$ cat config.mk
export PLATFORM = sky130hd
export DESIGN_NAME = scene_scheduler
export DESIGN_NICKNAME = d
export VERILOG_FILES = /design/src/rtl/scene_scheduler.sv
export SDC_FILE = /design/constraint.sdc
export NUM_CORES = 1
export LEC_CHECK = 0
export BUFFER_PORTS_ARGS = -buffer_cell sky130_fd_sc_hd__buf_2
export CAP_MARGIN = 20
export CORE_UTILIZATION = 52
export CTS_CLUSTER_DIAMETER = 50
export DETAILED_ROUTE_END_ITERATION = 10
export PLACE_DENSITY = 0.75
export SLEW_MARGIN = 10
export SYNTH_ARGS = -nofsm -noshare
export SYNTH_HDL_FRONTEND = slang
export SYNTH_SLANG_ARGS = --single-unit
$ cat constraint.sdc
create_clock -name clk -period 2.4 [get_ports clk]
set_input_delay 0.36 -clock clk [delete_from_list [all_inputs] [get_ports clk]]
set_output_delay 0.36 -clock clk [all_outputs]
set_load 0.01 [all_outputs]
$ cat src/rtl/scene_scheduler.sv
// Frame-synchronous scene-change scheduler: queues scene requests, enforces a dwell
// at full brightness, and sequences fade-out / swap / fade-in on frame_start.
module scene_scheduler #(
    parameter int DEPTH        = 4,
    parameter int NUM_SCENES   = 9,
    parameter int DWELL_FRAMES = 30,
    parameter int FADE_STEP    = 1
) (
    input  logic       clk,
    input  logic       reset,
    input  logic       ev_valid,
    input  logic [3:0] ev_num,
    input  logic       frame_start,
    output logic [3:0] scene,
    output logic [3:0] fade_level,
    output logic       transition,
    output logic       scene_changed,
    output logic       queue_full,
    output logic [7:0] drop_count
);

    localparam int AW = $clog2(DEPTH);
    localparam int DW = $clog2(DWELL_FRAMES + 1);
    localparam logic [AW:0]   FULL_CNT  = (AW + 1)'(DEPTH);
    localparam logic [DW-1:0] DWELL_MAX = DW'(DWELL_FRAMES);
    localparam logic [3:0]    STEP      = 4'(FADE_STEP);
    localparam logic [3:0]    BRIGHT    = 4'd15;

    typedef enum logic [1:0] {SHOW, FADE_OUT, FADE_IN} state_t;

    state_t        r_state, w_state_next;
    logic [3:0]    r_mem [DEPTH];
    logic [AW-1:0] r_wptr, r_rptr, w_tail_ptr;
    logic [AW:0]   r_count;
    logic [DW-1:0] r_dwell, w_dwell_next;
    logic [3:0]    r_fade, w_fade_next;
    logic [3:0]    r_scene, w_scene_next;
    logic [3:0]    r_next_scene, w_next_scene_next;
    logic          r_changed, w_changed_next;
    logic          r_transition;
    logic [7:0]    r_drop;
    logic          w_empty, w_full, w_pop, w_want, w_push, w_drop;

    assign w_tail_ptr = r_wptr - AW'(1);
    assign w_empty    = (r_count == '0);
    assign w_full     = (r_count == FULL_CNT);
    assign w_pop      = frame_start && (r_state == SHOW) && (r_dwell >= DWELL_MAX) && !w_empty;

    // Filter order: out-of-range id, repeat of the newest queued entry, request for the scene already idle on screen.
    assign w_want = ev_valid
                 && ({1'b0, ev_num} < 5'(NUM_SCENES))
                 && !(!w_empty && (ev_num == r_mem[w_tail_ptr]))
                 && !(w_empty && (r_state == SHOW) && (ev_num == r_scene));
    assign w_push = w_want && (!w_full || w_pop);
    assign w_drop = w_want && w_full && !w_pop;

    // NOTE: the storage array has no reset; emptiness is tracked by the pointers and count alone.
    always_ff @(posedge clk) begin
        if (w_push) begin
            r_mem[r_wptr] <= ev_num;
        end
    end

    // NOTE: all clocked state uses non-blocking assignments so every register samples pre-edge values.
    always_ff @(posedge clk) begin
        if (!reset) begin
            r_wptr  <= '0;
            r_rptr  <= '0;
            r_count <= '0;
            r_drop  <= '0;
        end else begin
            if (w_push) r_wptr <= r_wptr + AW'(1);
            if (w_pop)  r_rptr <= r_rptr + AW'(1);
            case ({w_push, w_pop})
                2'b10:   r_count <= r_count + 1'b1;
                2'b01:   r_count <= r_count - 1'b1;
                default: r_count <= r_count;
            endcase
            if (w_drop && (r_drop != 8'hFF)) r_drop <= r_drop + 8'd1;
        end
    end

    // NOTE: every variable gets a default at the top so no path leaves one unassigned (no latches).
    always_comb begin
        w_state_next      = r_state;
        w_dwell_next      = r_dwell;
        w_fade_next       = r_fade;
        w_scene_next      = r_scene;
        w_next_scene_next = r_next_scene;
        w_changed_next    = 1'b0;
        case (r_state)
            SHOW: begin
                if (frame_start) begin
                    if (r_dwell < DWELL_MAX) w_dwell_next = r_dwell + DW'(1);
                    if (w_pop) begin
                        w_next_scene_next = r_mem[r_rptr];
                        w_state_next      = FADE_OUT;
                    end
                end
            end
            FADE_OUT: begin
                if (frame_start) begin
                    if (r_fade <= STEP) begin
                        w_fade_next    = '0;
                        w_scene_next   = r_next_scene;
                        w_changed_next = 1'b1;
                        w_state_next   = FADE_IN;
                    end else begin
                        w_fade_next = r_fade - STEP;
                    end
                end
            end
            FADE_IN: begin
                if (frame_start) begin
                    if (r_fade >= BRIGHT - STEP) begin
                        w_fade_next  = BRIGHT;
                        w_dwell_next = '0;
                        w_state_next = SHOW;
                    end else begin
                        w_fade_next = r_fade + STEP;
                    end
                end
            end
            default: w_state_next = SHOW;
        endcase
    end

    always_ff @(posedge clk) begin
        if (!reset) begin
            r_state      <= SHOW;
            r_dwell      <= DWELL_MAX;
            r_fade       <= BRIGHT;
            r_scene      <= '0;
            r_next_scene <= '0;
            r_changed    <= 1'b0;
            r_transition <= 1'b0;
        end else begin
            r_state      <= w_state_next;
            r_dwell      <= w_dwell_next;
            r_fade       <= w_fade_next;
            r_scene      <= w_scene_next;
            r_next_scene <= w_next_scene_next;
            r_changed    <= w_changed_next;
            r_transition <= (w_state_next != SHOW);
        end
    end

    assign scene         = r_scene;
    assign fade_level    = r_fade;
    assign transition    = r_transition;
    assign scene_changed = r_changed;
    assign queue_full    = r_count[AW];
    assign drop_count    = r_drop;

endmodule

* Word level (Yosys, flattened, before mapping)
Memories as Yosys holds them, arrays and structs flattened. A register that Yosys moved wholly into a read port is not among the register bits.
Cells that the tools add are included.
** Storage, ports and cells
- Memory bits (writable) :: 16
- Input port bits :: 8
- Latch bits :: 0
- Output and inout bits :: 19
- Bits in registers :: 32
- Memory bits (read-only) :: 0
- Memories :: 1
** Memories
- r_mem :: depth 4, bits a word 4, rd ports 2, clocked after Yosys merged registers in 1, write ports 1, line 32 : logic [3:0] r_mem [DEPTH];
** Cells by class
- Divide/modulo/power cells :: 0
- Magnitude comparators :: 5
- Shifts and indexed selects :: 0
- Reduce and logical (&&, ||, !) cells :: 31
- Muxes and demuxes :: 21
- $add $sub $neg :: 9
- Equal/unequal tests :: 13
- $mul :: 0
- Bitwise gates (word level) :: 0
** Operator list (number)
- $mux 5 :: 4
- $mux 4 :: 4
- $logic_and 1x1->1 :: 13
- $mux 2 :: 6
- $reduce_and 3->1 :: 4
- $pmux 5 s2 :: 1
- $add 8x1->8 const B :: 1
- $eq 4x4->1 :: 2
- $ne 2x2->1 const B :: 4
- $ne 8x8->1 const B :: 1
- $pmux 4 s2 :: 1
- $reduce_bool 2->1 :: 4
- $logic_not 1->1 :: 6
- $pmux 2 s3 :: 1
- $pmux 3 s2 :: 1
- $add 5x1->5 const B :: 1
- $ge 5x5->1 const B :: 1
- $lt 5x5->1 const B :: 1
- $reduce_and 5->1 :: 1
- $add 2x1->2 const B :: 2
- $add 4x1->4 const B :: 1
- $eq 2x1->1 const B :: 2
- $eq 2x2->1 const B :: 2
- $ge 4x4->1 const B :: 1
- 12 further kinds :: 14

* Depth between registers and ports, before layout
An unclocked memory read counts as a cell.
- Depth after elaboration :: 10
- Depth in mapped cells :: 13
- Depth with buffers taken out :: 12

* Worst setup path before layout
OpenSTA, ideal clock, no wires.
- Path kind :: register -> register
- Start :: register r_wptr[0]
- End :: register r_count[2]
- Buffers on the path :: 1
- Period minus slack after synthesis :: 2.639 ns
- Cell stages (with the launch flop) :: 14
- Arrival :: 2.512 ns
- Required time :: 2.273 ns
- Path slack :: -0.239 ns
- Path through :: dfxtp_1 -> buf_6 -> inv_1 -> ha_1 -> mux4_2 -> xnor2_1 -> nand3_1 -> o21a_1 -> nor2_1 -> fa_1 -> and3_1 -> o211ai_1 -> o31ai_1 -> mux2i_1
** Between the ends
- Cells in the longest elaborated chain, start to end :: 10
- Elaborated cells between the ends (all ways) :: 12
- Classes of those cells :: add/sub: 1; eq/ne: 3; mux: 1; reduce/logical: 6; memory: 1
** RTL lines
- start: declaration :: line 33 : logic [AW-1:0] r_wptr, r_rptr, w_tail_ptr;
- start signal: assignment :: line 72 : if (w_push) r_wptr <= r_wptr + AW'(1);
- $sub 2x1->2 (*) :: line 44 : assign w_tail_ptr = r_wptr - AW'(1);
- via w_tail_ptr[0] :: line 33
- $mem_v2 4x4 (*)
- $eq 4x4->1 (*) :: line 52 : && !(!w_empty && (ev_num == r_mem[w_tail_ptr]))
- $logic_and 1x1->1 (*) :: line 52
- $logic_not 1->1 (*) :: line 52
- $logic_and 1x1->1 (*) :: line 52
- $logic_and 1x1->1 (*) :: line 53 : && !(w_empty && (r_state == SHOW) && (ev_num == r_scene));
- $logic_and 1x1->1 (*) :: line 54 : assign w_push = w_want && (!w_full || w_pop);
- $eq 2x1->1 or $eq 2x2->1 (tied branches) :: line 74 : case ({w_push, w_pop})
- $pmux 3 s2 or $reduce_bool 2->1 (tied branches)
- end signal: assignment :: line 75 : 2'b10: r_count <= r_count + 1'b1;
- end signal: assignment :: line 76 : 2'b01: r_count <= r_count - 1'b1;
- end signal: assignment :: line 77 : default: r_count <= r_count;
- end: declaration :: line 34 : logic [AW:0] r_count;
The timed path passes the listed nets; every way through them passes the cells marked *.
A chain may end at the register's enable or synchronous reset.

* Worst setup path in the final report
Ends and elaborated chain as after synthesis.

==> flow_summary.rst <==
.. list-table::
   :header-rows: 1

   * - Metric
     - Value
   * - Result of the run
     - finished, violations left
   * - Failing checks
     - setup timing
   * - Proportion of layout cells with a drive suffix above 1
     - 29.9%
   * - Bufs on Longest Clock Path
     - 2
   * - Number of nets in the layout
     - around 310
   * - Overall routed net length
     - ~5400 um
   * - Maximum number of pins on one net before global-route repair
     - 26
   * - Share of the clock period used by the worst path after layout
     - 102%
   * - Number of synthesis warnings
     - 0
   * - Number of rows in the core area
     - 25
   * - Root cell of the clock tree
     - sky130_fd_sc_hd__clkbuf_8
   * - Pre-antenna DRT Iters
     - 4
   * - Period minus WS final
     - around 2.4 ns
   * - Post-route DRC
     - 0
   * - Number of violations reported at the end of detailed-routing iteration 0
     - approximately 140
   * - Total routing usage reported by global routing
     - 22.3%
   * - Count of mapped cells out of synthesis
     - 243
   * - Kind of start point of the critical path
     - flip-flop
   * - Net count of the mapped netlist
     - around 260
   * - Worst Setup End Kind
     - flip-flop
   * - Minimum setup slack after placement
     - -0.0918 ns
   * - Final number of hold-violating endpoints
     - 0
   * - Most frequent cells in the layout
     - 34 x sky130_fd_sc_hd__dfxtp_1, 26 x sky130_fd_sc_hd__buf_2, 23 x sky130_fd_sc_hd__nor2_1, 23 x sky130_fd_sc_hd__buf_4, 18 x sky130_fd_sc_hd__nand2_1
   * - Netlist area before placement
     - approximately 2600 um^2
   * - Effective utilization at floorplan
     - 54.7%
   * - Diodes inserted
     - 0
   * - Post-synthesis sequential area ratio
     - 46.2%
   * - Setup total negative slack
     - -0.0485 ns
   * - Vias after detailed routing
     - ~2000
   * - Crit Reg-Reg Endpoint
     - r_count[2]
   * - Path depth of the worst reg2reg path
     - 9
   * - Sum of overflow across all layers after global routing
     - 0
   * - Reg-to-reg critical path startpoint
     - r_wptr[0]
   * - Leakage
     - 1.28 nW
   * - Number of pins with negative max-slew slack in the final report
     - 0
   * - Critical setup path kind
     - flip-flop to flip-flop
   * - Die extent in x
     - between 70 and 80 um
   * - Deepest level of the CTS H-tree
     - 2
   * - Setup violators final
     - 1
   * - Library cells used by synthesis
     - 44
   * - Clock tree from TritonCTS
     - yes
   * - Clock Sink Count
     - 52
   * - Prevailing post-synth register cell
     - sky130_fd_sc_hd__dfxtp_1
   * - Count of flip-flops with a built-in enable after synthesis
     - 16
   * - Final instance count without filler cells
     - about 360
   * - Transition at the pin with the smallest max-transition slack
     - 0.767 ns
   * - Number of global-route vias before repair
     - ~1800
   * - Maximum Capacitance Violations
     - 0
   * - Number of buffers inserted during clock tree synthesis
     - 5
   * - Max Clock Skew
     - 0.00442 ns
   * - Initial antenna violation count
     - 0
   * - Overall die area
     - around 5300 um^2
   * - Worst setup margin
     - -0.0485 ns
   * - Hold bufs inserted after CTS
     - 0
   * - Clock edge transition at the registers on the reported setup and hold paths
     - about 0.10 ns
   * - Detail Placement HPWL
     - roughly 3900 um
   * - Most frequent standard cell in the layout excluding fill and tap cells
     - sky130_fd_sc_hd__dfxtp_1
   * - Share of synthesized registers carrying an async set or reset
     - 0%
   * - Area growth from synthesis to layout
     - 20.9%
   * - Critical Path RT
     - around 2.7 ns
   * - Insertion delay to the later sink of the worst-skew pair
     - just over 0.3 ns
   * - CORE AREA
     - ~4800 um^2
   * - Wirelength per Cell
     - 14.8 um
   * - Worst Path Max Fanout
     - 5
   * - Util after Layout
     - about 66%
   * - Buffers added on ports
     - 26
   * - Placed cell count
     - 348
   * - Die Y-Extent
     - about 73 um
   * - Power density over the cells
     - just under 800 nW/um^2
   * - Unrepaired setup endpoints after global routing
     - yes
   * - Highest achievable clock rate
     - 408 MHz
   * - Number of fill cells in the layout
     - 390
   * - Number of cells traversed by the worst hold path
     - 1
   * - Critical path arrival
     - about 2.7 ns
   * - Hold_sp
     - ev_num[0]
   * - Per-cell via count in the routed design
     - 5.44
   * - Flop and latch count out of synthesis
     - between 50 and 60
   * - Weighted congestion reported at the end of routability-driven placement
     - 0.799
   * - Endpoint with the worst hold slack
     - r_mem[3][0]
   * - Global-route wire length before repair
     - ~8700 um
   * - Max VDD drop
     - 0.000514 V
   * - Post-DRT Antenna Nets
     - 0
   * - Number of top-level pins
     - 27
   * - R2R setup slack
     - -0.05 ns
   * - Worst slew margin relative to its limit
     - 48.8%
   * - Worst min-delay path class
     - input pin to flip-flop
   * - Average cell area after synthesis
     - about 11 um^2
## worst max path at each step
stage | from | endpoint
floorplan | r_wptr[0] | r_count[2]
detailed placement | r_wptr[0] | r_count[2]
global route | r_wptr[0] | r_count[2]
CTS | r_wptr[1] | r_count[2]
global placement | r_wptr[0] | r_count[2]
finish | r_wptr[0] | r_count[2]
## per-stage QoR
| step | total power, mW | hold WS (ns) | area (um^2) |
|---|---|---|---|
| CTS | 2.43 | 0.298 | 3080 |
| global route | 2.61 | 0.297 | 3140 |
| floorplan | 1.63 | 0.459 | 2620 |
| finish | 2.47 | 0.301 | 3140 |
| detailed placement | 1.89 | 0.493 | 2950 |
| global placement | 1.86 | 0.478 | 2950 |
## flip-flops by register name (all words and copies together), names as in the netlist, 2 cells and up
signal,flops
r_rptr,2
r_dwell,5
r_state,2
scene,4
r_mem,16
drop_count,8
r_count,3
fade_level,4
r_wptr,2
r_next_scene,4
## layer usage
metal | global-route usage, % | routed length [um] | vias up | part of all wire [%]
met1 | 29.8 | 2480 | 931 | 46
li1 | - | - | 988 | -
met4 | 7.63 | 73 | 0 | 1.4
met3 | 5.66 | 220 | 8 | 4.1
met2 | 35.5 | 2590 | 38 | 48
met5 | 0 | 0 | - | 0
## report_power, final
| part | total [mW] | internal (mW) | leakage, nW | switching (mW) |
|---|---|---|---|---|
| logic | 0.863 | 0.445 | 0.801 | 0.417 |
| registers | 1.11 | 1.00 | 0.438 | 0.103 |
| clock network | 0.502 | 0.202 | 0.0378 | 0.300 |
## what timing repair did
item                       CTS  global route
cloned                       0             0
pin swaps                    1             1
setup buffers                1             4
resized for setup            6            12
setup endpoints to repair    1            27
## synth_stat cells (all sizes together), types with 2 or more instances
master  count  share of area [%]
nor2       24                3.5
nand2b      4               0.96
mux4        8                6.9
or4         3                1.0
o211ai      4                1.3
dfxtp      36                 28
mux2        2                1.0
inv         9                1.3
and3        4               0.96
o211a       2               0.77
o31ai       5                1.4
edfxtp     16                 18
or3         5                1.2
xor2        8                2.7
buf         2               0.63
a21oi      14                2.8
o21ai      10                1.9
nor2b       3               0.72
o311ai      3                1.0
nand2      18                2.6
ha         11                5.3
nand3       7                1.3
nand4       2               0.48
clkbuf      5               0.72
nor3        6                1.3
xnor2       6                2.0
and2        4               0.96
a31oi       2               0.48
mux2i      13                5.0
## worst max-delay path, cell delays in order, from the launching register on
cell	delay, ns
sky130_fd_sc_hd__dfxtp_4	0.38
sky130_fd_sc_hd__inv_2	0.05
sky130_fd_sc_hd__ha_4	0.29
sky130_fd_sc_hd__mux4_2	0.37
sky130_fd_sc_hd__a21oi_4	0.22
sky130_fd_sc_hd__o21a_1	0.18
sky130_fd_sc_hd__nor2_2	0.05
sky130_fd_sc_hd__fa_2	0.33
sky130_fd_sc_hd__o31ai_1	0.31
sky130_fd_sc_hd__mux2i_1	0.21
## final cells by class
class / count / area (um^2) / area share [%]
Multi-Input combinational cell: 175 / 1410 / 44.8
Sequential cell: 52 / 1210 / 38.4
Timing Repair Buffer: 50 / 323 / 10.3
Tap cell: 67 / 83.8 / 2.67
Clock buffer: 5 / 68.8 / 2.19
Inverter: 9 / 33.8 / 1.07
Clock inverter: 3 / 18.8 / 0.597
## cells by family (layout without fill, tap and decap cells)
family / count (synthesis) / after routing / synth area share (%)
flops: 52 / 52 / 46.2
simple gates: 82 / 82 / 16.3
compound gates: 44 / 44 / 11.1
fa+ha+maj: 12 / 12 / 6.06
mux: 23 / 23 / 12.9
buf+inv: 16 / 67 / 2.65
xor+xnor: 14 / 14 / 4.72
No activity file was read; power rests on OpenSTA's default activity.
